--- config.mk ---
export PLATFORM = sky130hd
export DESIGN_NAME = code_counter
export DESIGN_NICKNAME = d
export VERILOG_FILES = /design/src/rtl/code_counter.sv
export SDC_FILE = /design/constraint.sdc
export NUM_CORES = 1
export LEC_CHECK = 0
export ABC_CLOCK_PERIOD_IN_PS = 2720
export CORE_MARGIN = 2
export CORE_UTILIZATION = 41
export CTS_BUF_LIST = sky130_fd_sc_hd__clkbuf_4 sky130_fd_sc_hd__clkbuf_8 sky130_fd_sc_hd__clkbuf_16
export CTS_CLUSTER_SIZE = 30
export DETAILED_ROUTE_END_ITERATION = 7
export HOLD_SLACK_MARGIN = 0.02
export PLACE_DENSITY = 0.75
export SLEW_MARGIN = 15
export SYNTH_ARGS = -nofsm -noshare
export SYNTH_HDL_FRONTEND = slang
export SYNTH_SLANG_ARGS = --single-unit
--- constraint.sdc ---
create_clock -name clk -period 2.72 [get_ports clk]
set_input_delay 0.272 -clock clk [delete_from_list [all_inputs] [get_ports clk]]
set_output_delay 0.272 -clock clk [all_outputs]
set_load 0.01 [all_outputs]
--- src/rtl/code_counter.sv ---
// Up/down counter with load, wrap/saturate ends and a registered output code
// (one-hot-step, reflected Gray or binary) that tracks count with no skew.
module code_counter #(
    parameter int unsigned WIDTH = 3,
    parameter int unsigned MODE  = 0,
    parameter bit          WRAP  = 1'b1
) (
    input  logic                      clk,
    input  logic                      rst_n,
    input  logic                      en,
    input  logic                      up,
    input  logic                      load,
    input  logic [WIDTH-1:0]          load_val,
    output logic [WIDTH-1:0]          count,
    output logic [(2**WIDTH)-2:0]     code_out,
    output logic                      tc,
    output logic                      sat
);

    localparam int unsigned OUT_W = (2 ** WIDTH) - 1;
    localparam logic [WIDTH-1:0] MAX = '1;

    typedef enum logic [1:0] {
        CODE_ONEHOT = 2'd0,
        CODE_GRAY   = 2'd1,
        CODE_BIN    = 2'd2
    } code_e;

    localparam code_e CODE = (MODE == 0) ? CODE_ONEHOT :
                             (MODE == 1) ? CODE_GRAY   : CODE_BIN;

    function automatic logic [OUT_W-1:0] encode(input logic [WIDTH-1:0] n);
        logic [OUT_W-1:0] res;
        res = '0;
        case (CODE)
            CODE_ONEHOT: if (n != '0) res = OUT_W'(1) << (n - 1'b1);
            CODE_GRAY:   res = OUT_W'(n ^ (n >> 1));
            default:     res = OUT_W'(n);
        endcase
        return res;
    endfunction

    logic [WIDTH-1:0] count_q, count_d;
    logic [OUT_W-1:0] code_q, code_d;
    logic             sat_q, sat_d;
    logic             at_max, at_zero;

    assign at_max  = (count_q == MAX);
    assign at_zero = (count_q == '0);

    always_comb begin
        count_d = count_q;
        sat_d   = 1'b0;
        if (load) begin
            count_d = load_val;
        end else if (en) begin
            if (up) begin
                if (!at_max)   count_d = count_q + 1'b1;
                else if (WRAP) count_d = '0;
                else           sat_d   = 1'b1;
            end else begin
                if (!at_zero)  count_d = count_q - 1'b1;
                else if (WRAP) count_d = MAX;
                else           sat_d   = 1'b1;
            end
        end
        // Encode the next count so the code register lands together with count.
        code_d = encode(count_d);
    end

    always_ff @(posedge clk or negedge rst_n) begin
        if (!rst_n) begin
            count_q <= '0;
            code_q  <= '0;
            sat_q   <= 1'b0;
        end else begin
            count_q <= count_d;
            code_q  <= code_d;
            sat_q   <= sat_d;
        end
    end

    assign count    = count_q;
    assign code_out = code_q;
    assign sat      = sat_q;
    assign tc       = en & ~load & ((up & at_max) | (~up & at_zero));

endmodule

# [Word-level counts from Yosys, hierarchy flattened]
# Cells that the tools add are included.
[op_classes] n_addsub=3 n_mul=0 div=0 order_cmp=0 eq_ne=1 n_shift=1 n_mux=6 n_bitwise=7 n_reduce_logical=2
[op_table] cell="3-bit two-way mux" count=5
[op_table] cell="7-bit two-way mux" count=1
[op_table] cell="1-bit by 3-bit left shift with 7-bit output, first input constant" count=1
[op_table] cell="3-bit by 1-bit subtractor with 3-bit output, second input constant" count=2
[op_table] cell="1-bit bitwise AND" count=4
[op_table] cell="3-bit by 1-bit adder with 3-bit output, second input constant" count=1
[op_table] cell="3-bit equality test, second input constant" count=1
[op_table] cell="3-bit logical NOT" count=1
[op_table] cell="3-bit nonzero test" count=1
[op_table] cell="1-bit inverter" count=2
[op_table] cell="1-bit OR" count=1
[totals] regBits=10 latch_bits=0 mem_bits_rw=0 mem_bits_ro=0 inputBits=8 memories=0

# [Logic depth before layout (Yosys ltp)]
# Gate-level depths: netlist of the first run.
[depth] depth_word=8 mapped_depth=8 depth_no_buf=8

# [Least setup slack after synthesis of the first run]
# OpenSTA, ideal clock, no wires.
[synth_path] path_kind="flip-flop to flip-flop" start="reg count_q[0], in the netlist count[0]" end="reg code_q[4], in the netlist code_out[4]" setup_ns=0.120 t_arrival_ns=1.957 required_ns=2.600 path_slack_ns=0.643 path_stages_with_launch=8 n_path_buf=0 period_less_slack_ns=2.077 path_cell_list="dfrtp_1 inv_1 ha_1 or3_1 a221oi_1 o31ai_1 ha_1 and3_2"
[synth_between] elab_chain_cells=8 elab_cells_between_ends=13 classes_between="add/sub: 3; eq/ne: 1; shift: 1; mux: 6; reduce/logical: 2"
[synth_rtl] item="from (decl)" line="43" source="logic [WIDTH-1:0] count_q, count_d;"
[synth_rtl] item="from (signal assigned)" line="77" source="count_q <= count_d;"
[synth_rtl] item="3-bit by 1-bit subtractor with 3-bit output, or another cell as far along" line="62" source="if (!at_zero) count_d = count_q - 1'b1;"
[synth_rtl] item="3-bit two-way mux (on tied branches)" line="62, 58"
[synth_rtl] item="3-bit two-way mux *" line="57" source="if (up) begin"
[synth_rtl] item="3-bit two-way mux *" line="56" source="end else if (en) begin"
[synth_rtl] item="3-bit two-way mux *" line="54" source="if (load) begin"
[synth_rtl] item="net count_d[2]" line="43"
[synth_rtl] item="3-bit by 1-bit subtractor with 3-bit output" line="36" source="CODE_ONEHOT: if (n != '0) res = OUT_W'(1) << (n - 1'b1);"
[synth_rtl] item="1-bit by 3-bit left shift with 7-bit output" line="36"
[synth_rtl] item="7-bit two-way mux *" line="36"
[synth_rtl] item="net code_d[4]" line="44" source="logic [OUT_W-1:0] code_q, code_d;"
[synth_rtl] item="to (signal assigned)" line="78" source="code_q <= code_d;"
[synth_rtl] item="to (decl)" line="44"
# Mark *: on every way through the listed nets, which the timed path passes. The rest lies on a longest branch.

# [Final worst setup path of the first run]
[layout_path] start="reg count_q[0], in the netlist count[0]" end="reg code_q[2], in the netlist code_out[2]"
# Same word-level chain as after synthesis.

==> impl_metrics.toml, run 1 <==
[critical_path]
endpoint_kind = "flip-flop"
rr_startpoint = "count[0]"
path_class = "reg2reg"
required_ps = 2890
crit_end = "code_out[2]"
r2r-end = "code_out[2]"
path_max_fanout = 6
startpoint_type = "flip-flop"
critical_path_arrival_ps = 2390
r2r_slack_ps = 500
reg2reg_depth = 7
critPathLaunch = "count[0]"

[clock_tree]
clk_pin_slew_ps = 70
cts-root-buf = "clkbuf_4"
cts.sinks = 10
postCtsHoldBufs = 0
numCtsBuffers = 3
clockBufferDepth = 2
cts_tree = "done"
postCtsSetupRepairBufs = 0
clock_latency_ps = 260
htreeDepth = 1
ctsResizeCount = 0

[synthesis]
synth_top_family_by_area = "simple AND/OR/NAND/NOR gates"
synth-warning-count = 0
synth-seq-area-share_pct = 46.30
synthXorXnorAreaFrac_pct = 1.620
syn_inst = 51
synth_top_cell_by_area = "dfrtp_1"
synth_seq_cells = 10
synth_top_area_share_pct = 46.30
syn_avg_cell_area_um2 = 10.60
synth_area_um2 = 540.5
synthesis.nets = 64
synth_mux_area_share_pct = 2.083
synthSimpleGateAreaFrac_pct = 19.44
ys_top_cells_by_area = "dfrtp_1 (46%), ha_1 (12%), inv_1 (3.5%)"
synth_compound_area_share_pct = 12.04
synth_fa_ha_area_share_pct = 11.57
synth_cell_types = 26

[route]
drt_iter0_drc = 4
wl_per_cell_um = 12.52
drc = 0
antenna_left = 0
first_pass_iters = 4
wl_mm = 1.089
routed_via_density = 5.000
vias = 435

[global_routing]
gr-total-overflow = 0
grt_usage_pct = 15.85
first_global_vias = 425
grt_pass1_wl_mm = 1.683
antenna_found_initial = 0
grt_max_degree = 11

[cells_and_area]
syn_to_final_growth_pct = 42.13
fin_cells = 87
num-fill-cells = 118
fin_util_pct = 60.55
num-nets-final = 86
drive_above_1_share_pct = 19.44
antenna-diode-count = 0
design_area_um2 = 768.2
final_cell_mix = "clkdlybuf4s50_1 (18), dfrtp_1 (10), inv_1 (5), ha_1 (5)"
mostFrequentLayoutCell = "clkdlybuf4s50_1"

[timing]
period_share_pct = 81.58
timing_hold_violations_final = 0
skew_ps = 2.589
tns_ps = 0
setup_viol = 0
period_needed_ps = 2219
fmax_ghz = 0.4506
slew_violations = 0
rsz0062_at_grt = "no"

[power]
p_per_area_nw_per_um2 = 578.8
max-vdd-ir-drop_mv = 0.3976
p_leak_nw = 0.3689

[worst_hold_path]
hp-class = "in2async"

[run]
cap_violations = 0

[placed_design]
globalplace.congestion = 0.7082
dp_hpwl_um = 859.2
placedInstanceArea_um2 = 732.0
placed_cells = 83
portBuffers = 18

[floorplan]
core_um2 = 1269
die_area_um2 = 1625
initial_core_util_pct = 42.60
die_w_um = 40.31
rows = 13
pin_count = 20
die_y_um = 40.31

[run_status]
status = "complete, no violations"
sequential cells by signal, summed over array words and instances, names as in the netlist:
register,count
code_out,7
count,3
synthesized netlist by cell type:
cell and n:
dfrtp_1 10, inv_1 5, nand2_1 2, ha_1 5, o21a_1 1, buf_4 1, and3_1 2, o22ai_1 1
nor3_2 1, o31ai_1 1, and2b_2 1, inv_2 2, or3_1 1, a21boi_0 1, a21oi_1 3, mux2_2 1
conb_1 1, a211oi_2 1, nor3b_2 1, a221oi_1 1, and3_2 1, nand2b_2 1, nor3_1 3, xnor2_1 1
nor2_1 2, or2b_2 1
worst min-delay path by stage:
stage | from | end | slack [ps]
detailed placement | rst_n | code_out[6] | 620
floorplan | rst_n | code_out[0] | -20
global route | rst_n | code_out[1] | 360
CTS | rst_n | code_out[1] | 330
global placement | rst_n | code_out[0] | 610
finish | rst_n | code_out[4] | 320
where the power goes:
part	switching [mW]	total, mW	internal, mW
Clock	0.0511	0.132	0.0812
Sequential	0.0110	0.178	0.167
Combinational	0.0626	0.135	0.0723
Total	0.125	0.445	0.320
cells by family (layout without fill, tap and decap cells):
family                     after synthesis  after routing
muxes                                    1              1
AOI/OAI and AO/OA                        9              9
other                                    1              1
buffers and inverters                    8             29
adders and majority gates                5              5
and+or+nand+nor                         16             16
xor gates and xnor gates                 1              1
DFF                                     10             10
layout make-up:
cell class / instances / area, µm² / area share (%)
multi-input cells: 33 / 256.5 / 33.39
flip-flops and latches: 10 / 250.2 / 32.57
inverters: 7 / 26.28 / 3.420
well taps: 15 / 18.77 / 2.443
clock buffers: 4 / 36.28 / 4.723
repair buffers: 18 / 180.2 / 23.45
metrics by stage:
step | hold WS [ps] | power, mW | setup slack [ps]
global route | 360.4 | 0.4667 | 369.4
detailed placement | 618.3 | 0.3162 | 522.6
finish | 321.9 | 0.4447 | 500.9
floorplan | -23.59 | 0.2499 | 643.0
global placement | 608.7 | 0.3119 | 590.9
CTS | 333.8 | 0.4493 | 485.5
critical path, stage by stage, from the launching register on:
cell and delay (ps):
dfrtp_1 420, inv_1 80, ha_1 200, or3_1 360, a221oi_1 260, o31ai_1 160
ha_1 390, nor3_1 240
layer usage:
layer	vias to the layer above	track usage, %	routed length, µm
met3	2	1.667	34
met2	13	31.45	566
met5	-	0	0
met1	205	16.08	480
li1	215	-	-
met4	0	7.500	7
(Power assumes the default switching activity.)
==> inputs of run 2 (changes only) <==
--- a/config.mk
+++ b/config.mk
@@ -5,14 +5,14 @@
 export SDC_FILE = /design/constraint.sdc
 export NUM_CORES = 1
 export LEC_CHECK = 0
-export ABC_CLOCK_PERIOD_IN_PS = 2720
+export ABC_CLOCK_PERIOD_IN_PS = 1950
 export CORE_MARGIN = 2
-export CORE_UTILIZATION = 41
+export CORE_UTILIZATION = 37
 export CTS_BUF_LIST = sky130_fd_sc_hd__clkbuf_4 sky130_fd_sc_hd__clkbuf_8 sky130_fd_sc_hd__clkbuf_16
 export CTS_CLUSTER_SIZE = 30
 export DETAILED_ROUTE_END_ITERATION = 7
 export HOLD_SLACK_MARGIN = 0.02
-export PLACE_DENSITY = 0.75
+export PLACE_DENSITY = 0.71
 export SLEW_MARGIN = 15
 export SYNTH_ARGS = -nofsm -noshare
 export SYNTH_HDL_FRONTEND = slang
==> constraint.sdc (replaced) <==
create_clock -name clk -period 1.95 [get_ports clk]
set_input_delay 0.195 -clock clk [delete_from_list [all_inputs] [get_ports clk]]
set_output_delay 0.195 -clock clk [all_outputs]
set_load 0.01 [all_outputs]
==> run 2 against run 1 <==
  * Non-clock buffer count rose by 10
  * Clock-buffer cell count did not move
  * Hold slack got worse by 85 ps
  * Global-route usage shrank 1.1 points
  * Design area up 17%
  * Critical path type unchanged
  * Largest cell class unchanged
  * Critical endpoint is now code_out[4]
  * Via count is 8.3% higher
==> impl_metrics.toml, run 2 (synthesis results as in run 1) <==
[critical_path]
path_max_fanout = 6
critPathMaxStageDelay_ps = 390
crit_path_top_delay_cell = "dfrtp_1"
path_cells = "inv_2 -> ha_2 -> or3_4 -> a221oi_2 -> o31ai_2 -> ha_4 -> and3_4"
required_ps = 2160
critical_path_arrival_ps = 2090
path_delay_family = "simple AND/OR/NAND/NOR gates"
startpoint_type = "flip-flop"
critPathBufInv = 1
path_class = "reg2reg"
endpoint_kind = "flip-flop"

[floorplan]
die_w_um = 42.22
die_y_um = 42.22
rows = 13
die_area_um2 = 1783
core_um2 = 1334
initial_core_util_pct = 40.53
pin_count = 20

[placed_design]
dp_hpwl_um = 880.2
globalplace.congestion = 0.7757
portBuffers = 18

[cells_and_area]
antenna-diode-count = 0
final_cell_mix = "clkdlybuf4s50_1 (17), buf_4 (10), dfrtp_1 (9)"
multi_input_area_um2 = 317.8
syn_to_final_growth_pct = 66.20
seqCellArea_um2 = 251.5
fin_util_pct = 67.35
largest_reg_flops = 7
num-nets-final = 96
num-fill-cells = 113
drive_above_1_share_pct = 45.12
mostFrequentLayoutCell = "clkdlybuf4s50_1"

[timing]
setup_viol = 0
period_needed_ps = 1886
timing_hold_violations_final = 0
tns_ps = 0
fmax_ghz = 0.5303
slew_violations = 0
period_share_pct = 96.70
skew_ps = 12.44
rsz0062_at_grt = "yes"

[global_routing]
grt_util_met3_pct = 2.586
gr-total-overflow = 0
grt_pass1_wl_mm = 1.938
grt_usage_pct = 14.75
grt_util_met1_pct = 17.47
antenna_found_initial = 0
first_global_vias = 462
grt_max_degree = 11
grt_busiest_layer = "met2"
met2_usage_pct = 23.38

[power]
p_leak_nw = 0.4141
p_per_area_nw_per_um2 = 728.2
max-vdd-ir-drop_mv = 0.7114

[clock_tree]
clockBufferDepth = 2
cts-root-buf = "clkbuf_4"
clk_pin_slew_ps = 70
numCtsBuffers = 3
clock_latency_ps = 270
cts.sinks = 10
htreeDepth = 1
cts_tree = "done"

[route]
drt_iter0_drc = 5
drc = 0
routed_via_density = 4.856
antenna_left = 0
wl_mm = 1.113
first_pass_iters = 2
wl_per_cell_um = 11.47
vias = 471

[run_status]
status = "complete, no violations"

[run]
cap_violations = 0

[worst_hold_path]
hp-class = "in2async"
==> run 2: cell count changes in the layout (fill, tap and decap cells not counted), moves of 2 or more <==
cell,change
ha_2,+3
ha_4,+2
ha_1,-5
inv_2,+2
buf_4,+10
inv_1,-2
==> run 2: power by group <==
group / switching [mW] / internal, mW
Sequential: 0.0146 / 0.233
Clock: 0.0655 / 0.0926
Combinational: 0.106 / 0.142
Total: 0.187 / 0.468
==> run 2: worst reg2reg max path, delay by kind of cell (launching register included) <==
family	cells	cell delay [ps]
AOI/OAI and AO/OA	2	340
adders and majority gates	2	480
DFF	1	390
buffers and inverters	1	70
and+or+nand+nor	2	540
==> run 2: final timing paths <==
check | start | endpoint | slack (ps) | cells after the start
max in group asynchronous | rst_n | count[0] | 1390 | 1
setup / recovery | count[1] | code_out[4] | 60 | 7
min in group clk | load_val[2] | count[2] | 690 | 4
hold reg to reg | count[2] | count[2] | 860 | 3
hold / removal | rst_n | code_out[6] | 240 | 1
setup reg to reg | count[1] | code_out[4] | 60 | 7
==> run 2: routing by layer <==
layer	wire length [µm]	vias up	part of all wire [%]
li1	-	235	-
met1	465	216	42
met2	537	16	48
met3	74	4	6.6
met4	35	0	3.1
met5	0	-	0
==> run 2: final cells by class <==
class | count | area share (%)
clock buffer | 4 | 3.343
tap | 15 | 2.089
timing repair buffer | 28 | 28.27
sequential | 10 | 27.99
multi-input combinational | 33 | 35.38
inverter | 7 | 2.925
==> run 2: what timing repair did <==
item                       in CTS  in global routing
setup buffers                   1                  1
gates resized for setup         5                  7
gates cloned                    0                  0
setup endpoints to repair       7                  7
hold buffers                    0                  0
pin swaps                       8                  7
==> run 2: stage by stage <==
step | worst slack (ps) | instances | power (mW) | cell area [µm²] | hold WS, ps
floorplan | -43.51 | 51 | 0.3567 | 558.0 | -100.6
detailed placement | -98.97 | 91 | 0.4692 | 809.5 | 538.6
CTS | -90.17 | 96 | 0.6450 | 864.6 | 247.7
global placement | -63.51 | 91 | 0.4659 | 809.5 | 527.7
finish | 64.32 | 97 | 0.6542 | 898.4 | 236.4
global route | -55.31 | 97 | 0.6975 | 898.4 | 273.4
==> inputs of run 3 (changes only) <==
--- a/config.mk
+++ b/config.mk
@@ -6,14 +6,13 @@
 export NUM_CORES = 1
 export LEC_CHECK = 0
 export ABC_CLOCK_PERIOD_IN_PS = 1950
+export CORE_ASPECT_RATIO = 1.25
 export CORE_MARGIN = 2
-export CORE_UTILIZATION = 37
+export CORE_UTILIZATION = 25
 export CTS_BUF_LIST = sky130_fd_sc_hd__clkbuf_4 sky130_fd_sc_hd__clkbuf_8 sky130_fd_sc_hd__clkbuf_16
 export CTS_CLUSTER_SIZE = 30
 export DETAILED_ROUTE_END_ITERATION = 7
 export HOLD_SLACK_MARGIN = 0.02
-export PLACE_DENSITY = 0.71
-export SLEW_MARGIN = 15
 export SYNTH_ARGS = -nofsm -noshare
 export SYNTH_HDL_FRONTEND = slang
 export SYNTH_SLANG_ARGS = --single-unit
==> run 3 against run 2 <==
  * Clock-buffer cell count did not move
  * Critical path depth unchanged
  * Fmax fell by 1.3%
  * Flip-flop and latch count unchanged
  * Setup slack worse by 25 ps
  * Design area fell by 0.42%
  * Total power grew 0.73%
  * Critical endpoint is now code_out[5]
  * Highest routed layer unchanged
==> impl_metrics.toml, run 3 (synthesis results as in run 1) <==
[clock_tree]
clk_pin_slew_ps = 60
numCtsBuffers = 3
postCtsHoldBufs = 0
cts-root-buf = "clkbuf_4"
htreeDepth = 1
cts_tree = "done"
cts.sinks = 10
clock_latency_ps = 260
clockBufferDepth = 2

[timing]
timing_hold_violations_final = 0
rsz0062_at_grt = "yes"
slew_violations = 0
tns_ps = 0
period_needed_ps = 1911
setup_viol = 0
skew_ps = 2.833
period_share_pct = 98.01
fin_hold_ws_ps = 234.4
fmax_ghz = 0.5232

[global_routing]
grt_max_degree = 11
first_global_vias = 446
grt_usage_pct = 10.22
antenna_found_initial = 0
gr-total-overflow = 0
grt_pass1_wl_mm = 1.835

[floorplan]
pin_count = 20
rows = 18
die_area_um2 = 2552
die_y_um = 55.99
initial_core_util_pct = 26.97
die_w_um = 45.59
core_um2 = 2004

[route]
first_pass_iters = 2
drc = 0
routed_via_density = 4.596
antenna_left = 0
drt_iter0_drc = 3
vias = 455
wl_mm = 1.212
wl_per_cell_um = 12.24

[critical_path]
startpoint_type = "flip-flop"
path_max_fanout = 6
rr_startpoint = "count[1]"
critical_path_arrival_ps = 2120
critPathLaunch = "count[1]"
path_class = "reg2reg"
required_ps = 2150
endpoint_kind = "flip-flop"
reg2reg_depth = 7

[cells_and_area]
fin_util_pct = 44.63
drive_above_1_share_pct = 39.24
num-nets-final = 93
mostFrequentLayoutCell = "clkdlybuf4s50_1"
antenna-diode-count = 0
fin_cells = 99
largest_reg_flops = 7
final_cell_mix = "clkdlybuf4s50_1 (17), dfrtp_1 (9), buf_4 (7)"
syn_to_final_growth_pct = 65.51

[placed_design]
placed_cells = 94
globalplace.congestion = 0.8787
portBuffers = 18
dp_hpwl_um = 949.1

[run]
cap_violations = 0

[power]
p_leak_nw = 0.4045
max-vdd-ir-drop_mv = 0.3614
p_per_area_nw_per_um2 = 736.7

[run_status]
status = "complete, no violations"

[worst_hold_path]
hp-class = "in2async"
run 3: cell types whose count changed in the layout (fill, tap and decap cells not counted), sizes merged:
cell | previous run | this run
buf | 10 | 7
run 3: final timing paths:
check	endpoint	slack, ps
max	code_out[5]	40
min	code_out[4]	230
max reg2reg	code_out[5]	40
min reg2reg	code_out[3]	930
max in group asynchronous	count[0]	1390
min in group clk	count[2]	680
run 3: stage by stage:
| step | power [mW] | instance area (µm²) | setup WS, ps |
|---|---|---|---|
| after floorplan | 0.3567 | 558.0 | -43.51 |
| after global placement | 0.4651 | 800.8 | -95.50 |
| after detailed placement | 0.4668 | 800.8 | -142.3 |
| after CTS | 0.6392 | 843.3 | -148.1 |
| after global routing | 0.7021 | 894.6 | -32.24 |
| final | 0.6590 | 894.6 | 38.84 |
run 3: timing repair:
action | CTS | global route
setup endpoints to repair | 7 | 6
gates resized for setup | 4 | 6
buffers inserted | 0 | 1
gates cloned | 0 | 0
pin swaps | 4 | 6
run 3: worst max-delay path, cell delays in order (launching register included):
cell	delay (ps)
dfrtp_1	380
inv_2	80
ha_4	160
or3_4	380
a221oi_4	250
o31ai_2	120
ha_4	310
and3_4	170
run 3: where the power goes:
group / leakage [nW] / internal (mW) / total (mW) / switching [mW]
clock: 0.0184 / 0.0929 / 0.160 / 0.0670
combinational: 0.258 / 0.141 / 0.253 / 0.112
sequential: 0.128 / 0.233 / 0.246 / 0.0131
run 3: cell type report:
cell class	instances	area, µm²
fillers	190	1110
multi-input cells	33	330.3
flip-flops and latches	10	251.5
repair buffers	25	231.5
clock buffers	4	30.03
inverters	7	26.28
well taps	20	25.02
run 3: metal layers:
metal	wire length [µm]	track usage, %	vias to the layer above
met1	431	11.16	208
met2	677	16.50	16
met5	0	0	-
met3	76	2.922	4
li1	-	-	227
met4	27	6.303	0
